[config.mk]
export PLATFORM = sky130hd
export DESIGN_NAME = pixel_stream_packer
export DESIGN_NICKNAME = d
export VERILOG_FILES = /design/src/rtl/pixel_stream_packer.sv
export SDC_FILE = /design/constraint.sdc
export NUM_CORES = 1
export LEC_CHECK = 0
export CORE_UTILIZATION = 40
export DETAILED_ROUTE_END_ITERATION = 6
export PLACE_DENSITY_LB_ADDON = 0.15
export SYNTH_ARGS = -nofsm -noshare
export SYNTH_HDL_FRONTEND = slang
export SYNTH_SLANG_ARGS = --single-unit
[constraint.sdc]
create_clock -name clk -period 3.5 [get_ports clk]
set_input_delay 0.7 -clock clk [delete_from_list [all_inputs] [get_ports clk]]
set_output_delay 0.7 -clock clk [all_outputs]
set_load 0.05 [all_outputs]
[src/rtl/pixel_stream_packer.sv]
// rtl/pixel_stream_packer.sv - sample FIFO feeding a framed valid/ready pixel stream
// Geometry is latched at frame start; markers derive from the col/row counters.
module pixel_stream_packer #(
   parameter int DATA_W = 14,
   parameter int DEPTH  = 16,
   parameter int OUT_W  = 16
) (
   input  logic                       clk,
   input  logic                       rst,
   input  logic                       wr_en,
   input  logic [DATA_W-1:0]          wr_data,
   output logic                       fifo_full,
   output logic                       fifo_empty,
   output logic [$clog2(DEPTH):0]     fifo_level,
   input  logic [11:0]                cfg_cols_m1,
   input  logic [11:0]                cfg_rows_m1,
   input  logic                       frame_start,
   input  logic                       abort,
   output logic                       m_valid,
   input  logic                       m_ready,
   output logic [OUT_W-1:0]           m_data,
   output logic                       m_sof,
   output logic                       m_sol,
   output logic                       m_eol,
   output logic                       stream_busy,
   output logic                       frame_done,
   output logic                       overflow,
   output logic                       overflow_sticky
);

   localparam int AW = $clog2(DEPTH);
   localparam int LW = AW + 1;
   localparam logic [LW-1:0] FULL_LVL = LW'(DEPTH);

   typedef enum logic [0:0] {IDLE, STREAM} state_t;

   state_t              state_q, state_d;
   logic [DATA_W-1:0]   mem_q [DEPTH];
   logic [AW-1:0]       wr_ptr_q, wr_ptr_d, rd_ptr_q, rd_ptr_d;
   logic [LW-1:0]       level_q, level_d;
   logic                full_q, full_d, empty_q, empty_d;
   logic [11:0]         cols_q, cols_d, rows_q, rows_d;
   logic [11:0]         col_q, col_d, row_q, row_d;
   logic                frame_done_q, frame_done_d;
   logic                overflow_q, overflow_d;
   logic                sticky_q, sticky_d;

   logic                wr_fire, pop, last_beat;

   assign m_valid   = (state_q == STREAM) && !empty_q;
   assign wr_fire   = wr_en && !full_q && !abort;
   assign pop       = m_valid && m_ready && !abort;
   assign last_beat = (col_q == cols_q) && (row_q == rows_q);

   // Head of RAM is shown directly; it cannot change under a stall since writes never target a non-empty head.
   assign m_data = m_valid ? OUT_W'(mem_q[rd_ptr_q]) : '0;
   assign m_sof  = m_valid && (col_q == 12'd0) && (row_q == 12'd0);
   assign m_sol  = m_valid && (col_q == 12'd0);
   assign m_eol  = m_valid && (col_q == cols_q);

   assign fifo_full       = full_q;
   assign fifo_empty      = empty_q;
   assign fifo_level      = level_q;
   assign stream_busy     = (state_q == STREAM);
   assign frame_done      = frame_done_q;
   assign overflow        = overflow_q;
   assign overflow_sticky = sticky_q;

   always_comb begin
      wr_ptr_d     = wr_ptr_q;
      rd_ptr_d     = rd_ptr_q;
      level_d      = level_q;
      overflow_d   = 1'b0;
      sticky_d     = sticky_q;
      if (abort) begin
         wr_ptr_d = '0;
         rd_ptr_d = '0;
         level_d  = '0;
         sticky_d = 1'b0;
      end else begin
         if (wr_fire) wr_ptr_d = wr_ptr_q + AW'(1);
         if (pop)     rd_ptr_d = rd_ptr_q + AW'(1);
         level_d = level_q + LW'(wr_fire) - LW'(pop);
         if (wr_en && full_q) begin
            overflow_d = 1'b1;
            sticky_d   = 1'b1;
         end
      end
      full_d  = (level_d == FULL_LVL);
      empty_d = (level_d == '0);
   end

   always_comb begin
      state_d      = state_q;
      cols_d       = cols_q;
      rows_d       = rows_q;
      col_d        = col_q;
      row_d        = row_q;
      frame_done_d = 1'b0;
      if (abort) begin
         state_d = IDLE;
         col_d   = '0;
         row_d   = '0;
      end else begin
         case (state_q)
            IDLE: begin
               if (frame_start) begin
                  cols_d  = cfg_cols_m1;
                  rows_d  = cfg_rows_m1;
                  col_d   = '0;
                  row_d   = '0;
                  state_d = STREAM;
               end
            end
            STREAM: begin
               if (pop) begin
                  if (last_beat) begin
                     col_d        = '0;
                     row_d        = '0;
                     state_d      = IDLE;
                     frame_done_d = 1'b1;
                  end else if (col_q == cols_q) begin
                     col_d = '0;
                     row_d = row_q + 12'd1;
                  end else begin
                     col_d = col_q + 12'd1;
                  end
               end
            end
            default: state_d = IDLE;
         endcase
      end
   end

   always_ff @(posedge clk) begin
      if (wr_fire) mem_q[wr_ptr_q] <= wr_data;
   end

   always_ff @(posedge clk) begin
      if (rst) begin
         state_q      <= IDLE;
         wr_ptr_q     <= '0;
         rd_ptr_q     <= '0;
         level_q      <= '0;
         full_q       <= 1'b0;
         empty_q      <= 1'b1;
         cols_q       <= '0;
         rows_q       <= '0;
         col_q        <= '0;
         row_q        <= '0;
         frame_done_q <= 1'b0;
         overflow_q   <= 1'b0;
         sticky_q     <= 1'b0;
      end else begin
         state_q      <= state_d;
         wr_ptr_q     <= wr_ptr_d;
         rd_ptr_q     <= rd_ptr_d;
         level_q      <= level_d;
         full_q       <= full_d;
         empty_q      <= empty_d;
         cols_q       <= cols_d;
         rows_q       <= rows_d;
         col_q        <= col_d;
         row_q        <= row_d;
         frame_done_q <= frame_done_d;
         overflow_q   <= overflow_d;
         sticky_q     <= sticky_d;
      end
   end

endmodule

==> impl_results.md <==
- Outcome: finished clean
- Synth warn: 0
- Dpl hpwl: 16,520 um
- Post-route cell area: 14,510 um^2
- Share of cells above drive strength 1: 21.36%
- Crit path kind: reg -> out
- Total grt overflow: 0
- CTS Buffer Depth: 3
- Post-synth top cells: 224 x edfxtp_1, 71 x dfxtp_1, 70 x mux4_2, 70 x nand2_1, 46 x nor2_1
- CTS root buffer: clkbuf_16
- Critical Path Source Type: flip-flop
- Row count: 63
- Clk sink count: 295
- RSZ-0062 raised after global routing: false
- Initial Utilization: 40.66%
- Static leakage: 4.764 nW
- Wire per inst: 20.23 um
- Synth area leader: edfxtp_1
- Hold path cells: 2
- Syn_area_per_cell: 15.88 um^2
- Hold wc startpoint: rows_q[10]
- Area grow syn2layout: 20.74%
- Nets: 933
- Die height: 175.3 um
- Final setup vio count: 0
- Clk_skew: 0.03200 ns
- Dpl cells: 1,219
- TritonCTS clock tree: done
- Max rail drop VDD: 0.2871 mV
- Ys flop type: edfxtp_1
- Cell family with most CP delay: simple AND/OR/NAND/NOR gates
- Slew Limit Headroom: 22.54%
- CP Capture Type: primary output
- CP max-delay cell: or4_1
- Most frequent cell after synthesis: edfxtp_1
- Worst Path Buf+Inv: 1
- I/O pins: 75
- R2r worst-path depth: 11
- Synth Cell Area: 12,020 um^2
- First-pass GRT wire length: 40,450 um
- Worst Hold Path EP: rows_q[10]
- Crit path DAT: 2.66 ns
- Ys async rst share: 0%
- Post-Syn Instances: 757
- Routability cong.: 0.7867
- GR Util All Layers: 17.46%
- DRC viols: 0
- FF-to-FF End: fifo_empty
- Min-Delay Path Class: reg -> reg
- Vias in the first global route: 6,989
- Clock slew at reported path FFs: 0.06 ns
- Final TNS setup: 0 ns
- Area after DPL: 13,370 um^2
- PD cells: 514.5 nW/um^2
- Sequential-to-total area share from yosys stat: 67.80%
- Clk Latency, worst-skew pair: 0.51 ns
- Max stage delay on crit path: 0.58 ns
- DR pass1 iterations: 6
- Cts bufs inserted: 34
- Final wirelength: 26,100 um
- DIE AREA: 30,740 um^2
- Register-to-Register Setup Slack: 0.88 ns
- Initial DRC count: 460
- Area of the core: 29,560 um^2
- Crit-path max FO: 7
- Final hold slack: 0.4647 ns
- Number of antenna violations at the first check in global routing: 0
- Worst-margin pin slew: 1.154 ns
- Fmax achieved: 298.0 MHz
- Worst path cell trace: or4_1 -> nor4_2 -> and4_1 -> dlygate4sd2_1
- Max cap viols: 0
- Fin crit share: 95.87%
- Worst R2R Start: stream_busy
- Largest net degree at the start of global routing: 38
- Buffers on Ports: 72
- Area contributors post-synth: edfxtp_1 56%, mux4_2 13%, dfxtp_1 12%, nand2_1 2.2%, xor2_1 1.7%
- Minimum clock period: 3.356 ns
- Slew Viols, Final: 0
- Number of synthesized flops with an enable pin: 224
- Req. time, crit path: 2.80 ns
- Synthesized flop and latch total: 295
- CTS H-tree lvls: 2
- Die width: 175.3 um
- Yosys top cell area share: 55.97%
- Filler-free cell count of the finished design: 1,290
- Yosys cell types: 54
- DRT antenna net count: 0
- Final hold violation count: 0
- Vias per cell: 5.198
- Vias: 6,705
[metal layers]
metal	GRT usage [%]	wire (um)	vias to the layer above	share of wire, %
met2	30.32	13120	131	50
met5	0	0	-	0
li1	-	-	3138	-
met1	22.70	11520	3402	44
met3	2.900	1007	34	3.9
met4	4.565	453	0	1.7
[where the power goes]
part	switching (mW)	total, mW	leakage [nW]	internal (mW)
combinational	0.165	0.273	1.64	0.108
sequential	0.0182	3.81	2.59	3.79
clock	1.32	3.38	0.525	2.06
[placed cells by master (no fill, tap or decap), types with 20 or more instances in the layout]
master	count
edfxtp_1	224
nand2_1	70
mux4_2	70
dfxtp_1	69
buf_4	62
clkdlybuf4s50_1	55
nor2_1	46
clkbuf_16	35
a21oi_1	33
xor2_1	23
xnor2_1	20
[area by class of cell]
class | instances | area, um^2
fill | 2484 | 15050
tap | 390 | 488.0
inverter | 17 | 63.81
clock buffer | 47 | 960.9
multi-input combinational | 405 | 3650
timing repair buffer | 122 | 1082
sequential | 295 | 8153
clock inverter | 13 | 110.1
antenna | 1 | 2.502
[worst max-delay path by stage]
stage / start / slack, ns / to / cells after the start
2_1_floorplan: stream_busy / 0.06 / m_sof / 4
3_3_place_gp: col_q[3] / 0.42 / m_sof / 4
3_5_place_dp: col_q[3] / 0.37 / m_sof / 4
4_1_cts: flip-flop / 0.05 / m_data[4] / 5
5_1_grt: col_q[3] / 0.04 / m_sof / 4
6_report: col_q[3] / 0.14 / m_sof / 4
[state kept, by name, indices dropped and copies added, names as in the netlist, named ones only]
signal           count
frame_done           1
cols_q              12
fifo_full            1
stream_busy          1
overflow_sticky      1
overflow             1
rd_ptr_q             4
fifo_level           5
fifo_empty           1
col_q               12
wr_ptr_q             4
rows_q              12
mem_q              224
row_q               12
[through the flow]
stage | setup slack, ns | util [%] | power, mW
6_report | 0.1445 | 49.09 | 7.465
5_1_grt | 0.04315 | 49.08 | 7.708
4_1_cts | 0.04836 | 48.83 | 7.544
3_5_place_dp | 0.3671 | 45.21 | 4.157
3_3_place_gp | 0.4222 | 45.21 | 4.145
2_1_floorplan | 0.05608 | - | 4.025
[timing repair]
action                     CTS  global route
hold buffers                 0             0
gates resized for setup      3             0
setup buffers                0            10
gates cloned                 0             0
setup endpoints to repair    3             2
[logic make-up (layout without fill, tap and decap cells)]
group | Yosys count | after routing | share of synthesized area [%]
buffers and inverters | 58 | 199 | 2.082
other | 1 | 3 | 0.03120
multiplexers | 70 | 70 | 13.12
adder cells (fa/ha/maj) | 14 | 14 | 1.520
flip-flops | 295 | 295 | 67.80
AND/OR/NAND/NOR | 207 | 207 | 8.600
AO/OA/AOI/OAI | 68 | 68 | 3.582
XOR/XNOR | 44 | 44 | 3.269
[worst min-delay path: cells and delay by family (launching register included)]
family          cells  cell delay [ns]
simple gates        1             0.05
compound gates      1             0.05
flops               1             0.31
No activity file was read; power rests on OpenSTA's default activity.
